File: config.mk
export PLATFORM = sky130hd
export DESIGN_NAME = spigot_digit_sequencer_flat
export DESIGN_NICKNAME = d
export VERILOG_FILES = /design/src/rtl/spigot_digit_sequencer_if.sv /design/src/rtl/spigot_digit_sequencer.sv /design/src/flat_wrapper.sv
export SDC_FILE = /design/constraint.sdc
export NUM_CORES = 1
export LEC_CHECK = 0
export CAP_MARGIN = 5
export CORE_ASPECT_RATIO = 0.9
export CORE_MARGIN = 5
export CORE_UTILIZATION = 55
export DETAILED_ROUTE_END_ITERATION = 7
export GPL_TIMING_DRIVEN = 1
export PLACE_DENSITY = 0.78
export SLEW_MARGIN = 15
export SYNTH_ARGS = -nofsm -noshare
export SYNTH_HDL_FRONTEND = slang
export SYNTH_SLANG_ARGS = --single-unit
File: constraint.sdc
create_clock -name clk -period 4.97 [get_ports clk]
set_input_delay 0.994 -clock clk [delete_from_list [all_inputs] [get_ports clk]]
set_output_delay 0.994 -clock clk [all_outputs]
set_load 0.01 [all_outputs]
File: src/rtl/spigot_digit_sequencer_if.sv
// Digit path between the spigot engine, the sequencer and the pin-level display.
// The slave side is the sequencer; the master side is the engine plus display.
interface spigot_digit_sequencer_if #(
    parameter int IDX_W = 12
);
    logic             core_start;
    logic [3:0]       core_digit;
    logic             core_valid;
    logic             core_ready;
    logic [3:0]       out_digit;
    logic             out_strobe;
    logic [IDX_W-1:0] out_index;

    modport slave (
        input  core_digit,
        input  core_valid,
        output core_start,
        output core_ready,
        output out_digit,
        output out_strobe,
        output out_index
    );

    modport master (
        output core_digit,
        output core_valid,
        input  core_start,
        input  core_ready,
        input  out_digit,
        input  out_strobe,
        input  out_index
    );
endinterface

File: src/rtl/spigot_digit_sequencer.sv
// Sequencer between the spigot-e digit engine and the digit display.
// Starts the engine, buffers its digits in a small FIFO and releases them at a
// programmable pace, with pause / single-step control and a run-length bound.
//
//   state   | meaning
//   --------+-----------------------------------------------------------
//   S_IDLE  | after reset, waiting for a start edge
//   S_START | one cycle: pulse core_start, clear run counters and FIFO
//   S_RUN   | accepting engine digits and emitting them at the pace
//   S_DRAIN | run length reached, emitting what is left in the FIFO
//   S_DONE  | all digits emitted, last digit held, waiting for a start edge
module spigot_digit_sequencer #(
    parameter int DEPTH      = 4,
    parameter int MAX_DIGITS = 1000,
    parameter int IDX_W      = 12
) (
    input  logic                   clk,
    input  logic                   rst_n,
    input  logic                   ena,
    input  logic                   cfg_start,
    input  logic                   cfg_pause,
    input  logic                   cfg_step,
    input  logic [3:0]             cfg_rate,
    spigot_digit_sequencer_if.slave bus,
    output logic [$clog2(DEPTH):0] fifo_level,
    output logic                   busy,
    output logic                   done,
    output logic                   err
);

    localparam int PTR_W = $clog2(DEPTH);
    localparam int LVL_W = PTR_W + 1;

    typedef enum logic [2:0] {
        S_IDLE,
        S_START,
        S_RUN,
        S_DRAIN,
        S_DONE
    } state_t;

    state_t           state_q;
    state_t           state_d;
    logic             start_pulse;

    logic             start_q;
    logic             step_q;
    logic             start_edge;
    logic             step_edge;

    logic [3:0]       mem [DEPTH];
    logic [PTR_W-1:0] wr_ptr;
    logic [PTR_W-1:0] rd_ptr;
    logic [LVL_W-1:0] level_q;

    logic [IDX_W-1:0] accepted_q;
    logic [IDX_W-1:0] index_q;
    logic [3:0]       digit_q;
    logic             strobe_q;
    logic [15:0]      prescaler_q;
    logic             pending_q;
    logic             err_q;

    logic             active;
    logic             fifo_full;
    logic             fifo_empty;
    logic             ready;
    logic             push;
    logic [15:0]      rate_mask;
    logic             tick;
    logic             pace_pop;
    logic             step_pop;
    logic             pop;

    assign start_edge = cfg_start & ~start_q;
    assign step_edge  = cfg_step & ~step_q;

    assign active     = (state_q == S_RUN) || (state_q == S_DRAIN);
    assign fifo_full  = (level_q == LVL_W'(DEPTH));
    assign fifo_empty = (level_q == '0);

    // ready depends only on the registered occupancy, so a full FIFO refuses
    // a push even in a cycle where it also pops; ena gates it so a frozen
    // sequencer never completes a handshake
    assign ready = ena && (state_q == S_RUN) && !cfg_pause && !fifo_full
                   && (accepted_q < IDX_W'(MAX_DIGITS));
    assign push  = ready && bus.core_valid;

    assign rate_mask = 16'((32'd1 << cfg_rate) - 32'd1);
    assign tick      = (cfg_rate == 4'd0) || ((prescaler_q & rate_mask) == rate_mask);

    // a missed tick on an empty FIFO is remembered in pending_q (at most one)
    assign pace_pop = active && !cfg_pause && (tick || pending_q) && !fifo_empty;
    assign step_pop = active && cfg_pause && step_edge && !fifo_empty;
    assign pop      = pace_pop || step_pop;

    // state register; frozen while ena is low
    always_ff @(posedge clk) begin
        if (!rst_n) begin
            state_q <= S_IDLE;
        end else if (ena) begin
            state_q <= state_d;
        end
    end

    // next-state decode and the engine start pulse
    always_comb begin
        state_d     = state_q;
        start_pulse = 1'b0;
        case (state_q)
            S_IDLE: begin
                if (start_edge) begin
                    state_d = S_START;
                end
            end
            S_START: begin
                start_pulse = 1'b1;
                state_d     = S_RUN;
            end
            S_RUN: begin
                if (push && (accepted_q == IDX_W'(MAX_DIGITS - 1))) begin
                    state_d = S_DRAIN;
                end
            end
            S_DRAIN: begin
                if (fifo_empty && !strobe_q) begin
                    state_d = S_DONE;
                end
            end
            S_DONE: begin
                if (start_edge) begin
                    state_d = S_START;
                end
            end
            default: begin
                state_d = S_IDLE;
            end
        endcase
    end

    // edge history, FIFO, pacing and run counters
    always_ff @(posedge clk) begin
        if (!rst_n) begin
            start_q     <= 1'b0;
            step_q      <= 1'b0;
            wr_ptr      <= '0;
            rd_ptr      <= '0;
            level_q     <= '0;
            accepted_q  <= '0;
            index_q     <= '0;
            digit_q     <= '0;
            strobe_q    <= 1'b0;
            prescaler_q <= '0;
            pending_q   <= 1'b0;
            err_q       <= 1'b0;
            for (int i = 0; i < DEPTH; i++) begin
                mem[i] <= '0;
            end
        end else if (ena) begin
            start_q  <= cfg_start;
            step_q   <= cfg_step;
            strobe_q <= 1'b0;
            if (state_q == S_START) begin
                wr_ptr      <= '0;
                rd_ptr      <= '0;
                level_q     <= '0;
                accepted_q  <= '0;
                index_q     <= '0;
                prescaler_q <= '0;
                pending_q   <= 1'b0;
                err_q       <= 1'b0;
            end else begin
                if (push) begin
                    mem[wr_ptr] <= bus.core_digit;
                    wr_ptr      <= wr_ptr + PTR_W'(1);
                    accepted_q  <= accepted_q + IDX_W'(1);
                    if (bus.core_digit > 4'd9) begin
                        err_q <= 1'b1;
                    end
                end
                if (pop) begin
                    digit_q  <= mem[rd_ptr];
                    rd_ptr   <= rd_ptr + PTR_W'(1);
                    strobe_q <= 1'b1;
                    index_q  <= index_q + IDX_W'(1);
                end
                level_q <= level_q + LVL_W'(push) - LVL_W'(pop);
                // pause holds both the prescaler and any pending tick
                if (active && !cfg_pause) begin
                    prescaler_q <= prescaler_q + 16'd1;
                    if (pace_pop) begin
                        pending_q <= 1'b0;
                    end else if (tick) begin
                        pending_q <= 1'b1;
                    end
                end
            end
        end
    end

    assign bus.core_start = start_pulse & ena;
    assign bus.core_ready = ready;
    assign bus.out_digit  = digit_q;
    assign bus.out_strobe = strobe_q & ena;
    assign bus.out_index  = index_q;

    assign fifo_level = level_q;
    assign busy       = (state_q == S_START) || (state_q == S_RUN) || (state_q == S_DRAIN);
    assign done       = (state_q == S_DONE);
    assign err        = err_q;

endmodule
File: src/flat_wrapper.sv
// flat-port wrapper written by rule: the top's interface ports become plain ports
module spigot_digit_sequencer_flat 
#(
    parameter int DEPTH      = 4,
    parameter int MAX_DIGITS = 1000,
    parameter int IDX_W      = 12
)
  (clk, rst_n, ena, cfg_start, cfg_pause, cfg_step, cfg_rate, fifo_level, busy, done, err, bus_core_digit, bus_core_valid, bus_core_start, bus_core_ready, bus_out_digit, bus_out_strobe, bus_out_index);
  spigot_digit_sequencer_if #(.IDX_W(IDX_W)) bus_i ();
  input  logic clk;
  input  logic rst_n;
  input  logic ena;
  input  logic cfg_start;
  input  logic cfg_pause;
  input  logic cfg_step;
  input  logic [3:0] cfg_rate;
  output logic [$clog2(DEPTH):0] fifo_level;
  output logic busy;
  output logic done;
  output logic err;
  input wire logic [$bits(bus_i.core_digit)-1:0] bus_core_digit;
  input wire logic [$bits(bus_i.core_valid)-1:0] bus_core_valid;
  output wire logic [$bits(bus_i.core_start)-1:0] bus_core_start;
  output wire logic [$bits(bus_i.core_ready)-1:0] bus_core_ready;
  output wire logic [$bits(bus_i.out_digit)-1:0] bus_out_digit;
  output wire logic [$bits(bus_i.out_strobe)-1:0] bus_out_strobe;
  output wire logic [$bits(bus_i.out_index)-1:0] bus_out_index;
  assign bus_i.core_digit = bus_core_digit;
  assign bus_i.core_valid = bus_core_valid;
  assign bus_core_start = bus_i.core_start;
  assign bus_core_ready = bus_i.core_ready;
  assign bus_out_digit = bus_i.out_digit;
  assign bus_out_strobe = bus_i.out_strobe;
  assign bus_out_index = bus_i.out_index;
  spigot_digit_sequencer #(.DEPTH(DEPTH), .MAX_DIGITS(MAX_DIGITS), .IDX_W(IDX_W)) u_core (.clk(clk), .rst_n(rst_n), .ena(ena), .cfg_start(cfg_start), .cfg_pause(cfg_pause), .cfg_step(cfg_step), .cfg_rate(cfg_rate), .bus(bus_i), .fifo_level(fifo_level), .busy(busy), .done(done), .err(err));
endmodule
After elaboration in Yosys (flattened, before gate mapping)
Memories as Yosys holds them, arrays and structs flattened. A register that Yosys moved wholly into a read port is not among the register bits.
Cells that the tools add are included.
{"block": "classes", "n_shift": 1, "n_bitwise": 8, "reduce_logical": 41, "mux": 34, "n_addsub": 8, "eq_ne": 10, "n_lt_le_gt_ge": 2}
{"cell": "12-bit 2-to-1 mux", "n": 4}
{"cell": "16-bit 2-to-1 mux", "n": 2}
{"cell": "12-bit by 1-bit adder with 12-bit output, second input constant", "n": 2}
{"cell": "1-bit 2-to-1 mux", "n": 17}
{"cell": "16-bit by 1-bit adder with 16-bit output, second input constant", "n": 1}
{"cell": "16-bit AND", "n": 1}
{"cell": "16-bit == test", "n": 1}
{"cell": "1-bit by 4-bit left shift with 16-bit output, first input constant", "n": 1}
{"cell": "16-bit by 1-bit subtractor with 16-bit output, second input constant", "n": 1}
{"cell": "1-bit logical AND", "n": 13}
{"cell": "12-bit by 10-bit == test with 1-bit output, second input constant", "n": 1}
{"cell": "12-bit by 10-bit less-than comparator with 1-bit output, second input constant", "n": 1}
{"cell": "3-bit 2-to-1 mux", "n": 4}
{"cell": "3-bit case mux with 4 select lines", "n": 1}
{"cell": "2-bit 2-to-1 mux", "n": 5}
{"cell": "3-bit AND reduction", "n": 3}
{"cell": "2-bit nonzero test", "n": 4}
{"cell": "3-bit by 2-bit == test with 1-bit output, second input constant", "n": 2}
{"cell": "3-bit == test, second input constant", "n": 2}
{"cell": "3-bit logical NOT", "n": 2}
{"cell": "1-bit logical OR", "n": 6}
{"cell": "2-bit by 1-bit inequality test with 1-bit output, second input constant", "n": 3}
{"cell": "2-bit AND reduction", "n": 3}
{"cell": "1-bit logical NOT", "n": 5}
{"cell": "13 further kinds", "n": 19}
{"block": "word_totals", "in_bits": 15, "mem_count": 1, "output_inout_bits": 25, "ram_bits": 16, "elab_cells": 117, "regBits": 55}
{"name": "u_core.mem", "words": 4, "word_bits": 4, "read_ports": 1, "rd_ports_with_merged_regs": 1, "wr": 4, "line": "spigot_digit_sequencer.sv:51", "rtl": "logic [3:0] mem [DEPTH];"}

Longest topological paths before layout
{"block": "depth", "depth_word": 13, "mapped_depth": 20, "mapped_depth_nobuf": 17}

Least setup slack after synthesis
OpenSTA, ideal clock, no wires.
{"block": "synth_path", "path_type": "input port to flip-flop", "from": "input port cfg_rate[1]", "to": "register u_core.level_q[2], in the netlist u_core.fifo_level[2]", "required_ps": 4855, "t_arrival_ps": 4297, "stages": 19, "slack_ps": 559, "setup_ps": 115, "n_path_buf": 3, "cell_sequence": "buf_2 > nor3_1 > nand2_1 > ha_1 > clkbuf_1 > o211a_1 > nor4b_2 > nand4_1 > o31ai_4 > buf_2 > ha_1 > inv_1 > ha_1 > inv_1 > fa_1 > xnor2_1 > a21oi_1 > nor2b_1 > o21a_1"}
{"block": "synth_via", "elab_chain_cells": 11, "word_cells_on_any_way": 12, "classes_between": "add/sub (2); eq/ne (1); shift (1); mux (1); bitwise (1); reduce/logical (6)"}
{"element": "from (decl)", "line": "flat_wrapper.sv:16", "rtl": "input logic [3:0] cfg_rate;"}
{"element": "1-bit by 4-bit left shift with 16-bit output", "line": "spigot_digit_sequencer.sv:89", "rtl": "assign rate_mask = 16'((32'd1 << cfg_rate) - 32'd1);"}
{"element": "16-bit by 1-bit subtractor with 16-bit output", "line": "spigot_digit_sequencer.sv:89"}
{"element": "16-bit AND", "line": "spigot_digit_sequencer.sv:90", "rtl": "assign tick = (cfg_rate == 4'd0) || ((prescaler_q & rate_mask) == rate_mask);"}
{"element": "16-bit == test", "line": "spigot_digit_sequencer.sv:90"}
{"element": "1-bit logical OR (*)", "line": "spigot_digit_sequencer.sv:90"}
{"element": "1-bit logical OR (*)", "line": "spigot_digit_sequencer.sv:93", "rtl": "assign pace_pop = active && !cfg_pause && (tick || pending_q) && !fifo_empty;"}
{"element": "1-bit logical AND (*) (2 in series)", "line": "spigot_digit_sequencer.sv:93"}
{"element": "1-bit logical OR (*)", "line": "spigot_digit_sequencer.sv:95", "rtl": "assign pop = pace_pop || step_pop;"}
{"element": "3-bit by 1-bit subtractor with 3-bit output (*)", "line": "spigot_digit_sequencer.sv:187", "rtl": "level_q <= level_q + LVL_W'(push) - LVL_W'(pop);"}
{"element": "3-bit 2-to-1 mux (*)", "line": "spigot_digit_sequencer.sv:163", "rtl": "if (state_q == S_START) begin"}
{"element": "to (signal assigned)", "line": "spigot_digit_sequencer.sv:187"}
{"element": "to (decl)", "line": "spigot_digit_sequencer.sv:54", "rtl": "logic [LVL_W-1:0] level_q;"}
Every way passes the cells marked *; elsewhere a longest branch is shown, timed or not.
A chain may end at the register's enable or synchronous reset.

Final worst setup path
{"block": "layout_path", "from": "input port cfg_rate[2]", "to": "register u_core.level_q[2], in the netlist u_core.fifo_level[2]"}
The elaborated chain is that of the path after synthesis.

==> metrics.csv <==
metric,value,unit
ys.flop_type,dfxtp_1,
final_antenna_net_count,0,
fin_skew,0.00825,ns
worst-path-max-fanout,10,
r2r-end,u_core.fifo_level[2],
synth_cells,454,
die_area,8830,µm²
power_density,269,nW/µm²
final_common_cell,nor2_1,
placed_cells,571,
post_cts_buffers,0,
hp-class,reg -> reg,
instances_no_fill,587,
tns,0,ns
grt_use_total,20.9,%
synth_fp_nets,476,
hp-start,u_core.accepted_q[11],
fin_crit,4.31,ns
cts_buffer_depth,2,
grt_pass1_wl,15000,µm
reg2reg_slack,1.44,ns
die_h,89.6,µm
drt-total-wl,8860,µm
ys_types,57,
final_cell_mix,"65 x nor2_1, 58 x dfxtp_1, 44 x nand2_1",
antenna_cells,0,
final_util,65.4,%
yosys_register_bits,74,
die_x,98.5,µm
timing.critical_path.buf_inv,4,
grt_overflow,0,
finalHoldViolCount,0,
outcome,finished clean,
setup_slack,0.657,ns
cts-root-buf,clkbuf_8,
cp_slowest_stage_delay,0.45,ns
setup_viol,0,
grt_max_degree,27,
gp_congestion,0.859,
fmax,232,MHz
n_fill_cell,604,
holdPathStages,1,
synth-async-reset-ratio,0,%
dp_slack,0.316,ns
drt-initial-drc-count,199,
path_cells,clkdlybuf4s50_1 -> buf_4 -> nor2_1 -> nand2_1 -> ha_1 -> o211a_1 -> nor4b_2 -> nand4_1 -> o31ai_4 -> ha_1 -> inv_1 -> ha_1 -> inv_1 -> fa_1 -> xnor2_1 -> a21oi_1 -> nor2b_1 -> o21a_1,
peakVddDrop,0.190,mV
slowest_stage,clkdlybuf4s50_1,
core_area,6970,µm²
required,5.21,ns
critPathKind,in -> reg,
crit_top_cell,ha_1,
slew_violations,0,
holdWs,0.482,ns
end_kind,flip-flop,
r2r_cells,12,
viasPerCell,5.67,
nNetsFinal,511,
cap_violations,0,
hold_end,u_core.accepted_q[11],
seq_area_frac_synth,42.4,%
path_delay_family,adder cells,
hold_buffers,0,
htree_levels,3,
remaining_drc_errors,0,
antenna_found_initial,0,
vias,3327,
io_buffers,39,
cts.sinks,74,
clk_latency,0.35,ns
start_util,55.6,%
dr.pass1.iters,4,
max-slew-margin-rel,38.0,%
period_share,86.8,%
cts_resized,0,
rows,29,
cts_inserted_buffers,9,
clkTransAtPathRegs,0.07,ns
first_global_vias,3167,
syn2layout_area_growth,17.6,%
power_leakage,1.66,nW
r2r_start,u_core.state_q[1],
hpwlAfterDp,6350,µm
syn_area_per_cell,8.54,µm²
cts_tree,done,
crit_arrival,4.55,ns
yosysWarnings,0,
drive_gt1_share,7.69,%
cp-start-kind,input port,
syn_area,3870,µm²
ios,40,
tightest_slew,0.927,ns
rsz0062_at_grt,false,
wire_per_inst,15.1,µm
synth-edff-count,16,
-- state kept, by name (all words and copies together) (netlist names) --
| signal | count |
|---|---|
| u_core.step_q | 1 |
| u_core.rd_ptr | 2 |
| u_core.bus.out_digit | 4 |
| u_core.strobe_q | 1 |
| u_core.err | 1 |
| u_core.fifo_level | 3 |
| u_core.wr_ptr | 2 |
| u_core.prescaler_q | 15 |
| u_core.state_q | 3 |
| u_core.pending_q | 1 |
| u_core.bus.out_index | 12 |
| u_core.start_q | 1 |
| u_core.mem | 16 |
| u_core.accepted_q | 12 |
-- Yosys cell counts (2+ instances only) --
library cell | count | share of area (%)
o211ai_1 | 2 | 0.39
a32oi_1 | 2 | 0.45
or2_2 | 2 | 0.32
nand3_1 | 20 | 2.6
xor2_1 | 9 | 2.0
inv_1 | 14 | 1.4
edfxtp_1 | 16 | 12
a21boi_1 | 3 | 0.58
a211oi_1 | 4 | 0.77
a21boi_0 | 3 | 0.58
and4_1 | 2 | 0.45
ha_1 | 6 | 1.9
nor3_1 | 13 | 1.7
o22ai_1 | 3 | 0.48
nand2b_1 | 5 | 0.81
nor2_1 | 65 | 6.3
or3b_1 | 2 | 0.45
mux4_2 | 4 | 2.3
xnor2_1 | 5 | 1.1
nor4b_1 | 3 | 0.68
nand2_1 | 44 | 4.3
o21ai_0 | 26 | 3.4
and2_1 | 5 | 0.81
nand4_1 | 9 | 1.5
a31oi_1 | 3 | 0.48
clkbuf_1 | 17 | 1.6
and3_1 | 11 | 1.8
o31a_1 | 2 | 0.45
mux2i_1 | 7 | 1.8
buf_2 | 7 | 0.90
dfxtp_1 | 58 | 30
a21oi_1 | 27 | 3.5
nor4_1 | 2 | 0.32
nor3b_1 | 2 | 0.39
or3_1 | 11 | 1.8
nor2b_1 | 11 | 1.8
o21a_1 | 6 | 1.2
nand3b_1 | 4 | 0.77
-- stage by stage --
stage	total power [mW]	instance area, µm²
2_1_floorplan	0.723	3870
3_3_place_gp	0.764	4350
3_5_place_dp	0.768	4350
4_1_cts	1.24	4560
5_1_grt	1.28	4560
6_report	1.23	4560
-- cells by family (layout without fill, tap and decap cells) --
group / after synthesis / in the layout / synth area share (%)
AND/OR/NAND/NOR: 219 / 219 / 28.7
AO/OA/AOI/OAI: 89 / 89 / 14.8
flip-flops: 74 / 74 / 42.4
buffers and inverters: 39 / 79 / 4.10
XOR/XNOR: 14 / 14 / 3.16
multiplexers: 12 / 12 / 4.42
adder cells (fa/ha/maj): 7 / 7 / 2.45
-- layer usage --
metal  wire length [µm]  GRT usage, %  vias to the layer above
met5                  0             0                        -
met4                 45          5.58                        0
met3                435          4.71                        4
met2               4200          35.4                       77
met1               4180          27.5                     1569
li1                   -             -                     1677
-- worst max-delay path by stage --
stage / from / endpoint / slack [ns] / cells past startpoint
4_1_cts: cfg_rate[1] / u_core.fifo_level[2] / 0.68 / 17
6_report: cfg_rate[2] / u_core.fifo_level[2] / 0.66 / 18
2_1_floorplan: cfg_rate[1] / u_core.fifo_level[2] / 0.56 / 19
3_3_place_gp: cfg_rate[1] / u_core.fifo_level[2] / 0.43 / 17
3_5_place_dp: cfg_rate[1] / u_core.fifo_level[2] / 0.32 / 17
5_1_grt: cfg_rate[1] / u_core.fifo_level[2] / 0.41 / 18
-- cell type report --
type | count | area, µm² | area share, %
Multi-Input combinational cell | 341 | 2070 | 45.5
Sequential cell | 74 | 1640 | 36.0
Timing Repair Buffer | 49 | 465 | 10.2
Clock buffer | 12 | 178 | 3.90
Tap cell | 93 | 116 | 2.55
Inverter | 14 | 52.6 | 1.15
Clock inverter | 4 | 30.0 | 0.659
-- power breakdown --
group,leakage [nW],switching (mW),internal [mW]
registers,0.633,0.00911,0.622
clock network,0.103,0.228,0.244
logic,0.928,0.0749,0.0491
total,1.66,0.312,0.915
Power figures use the tool's default switching activity.
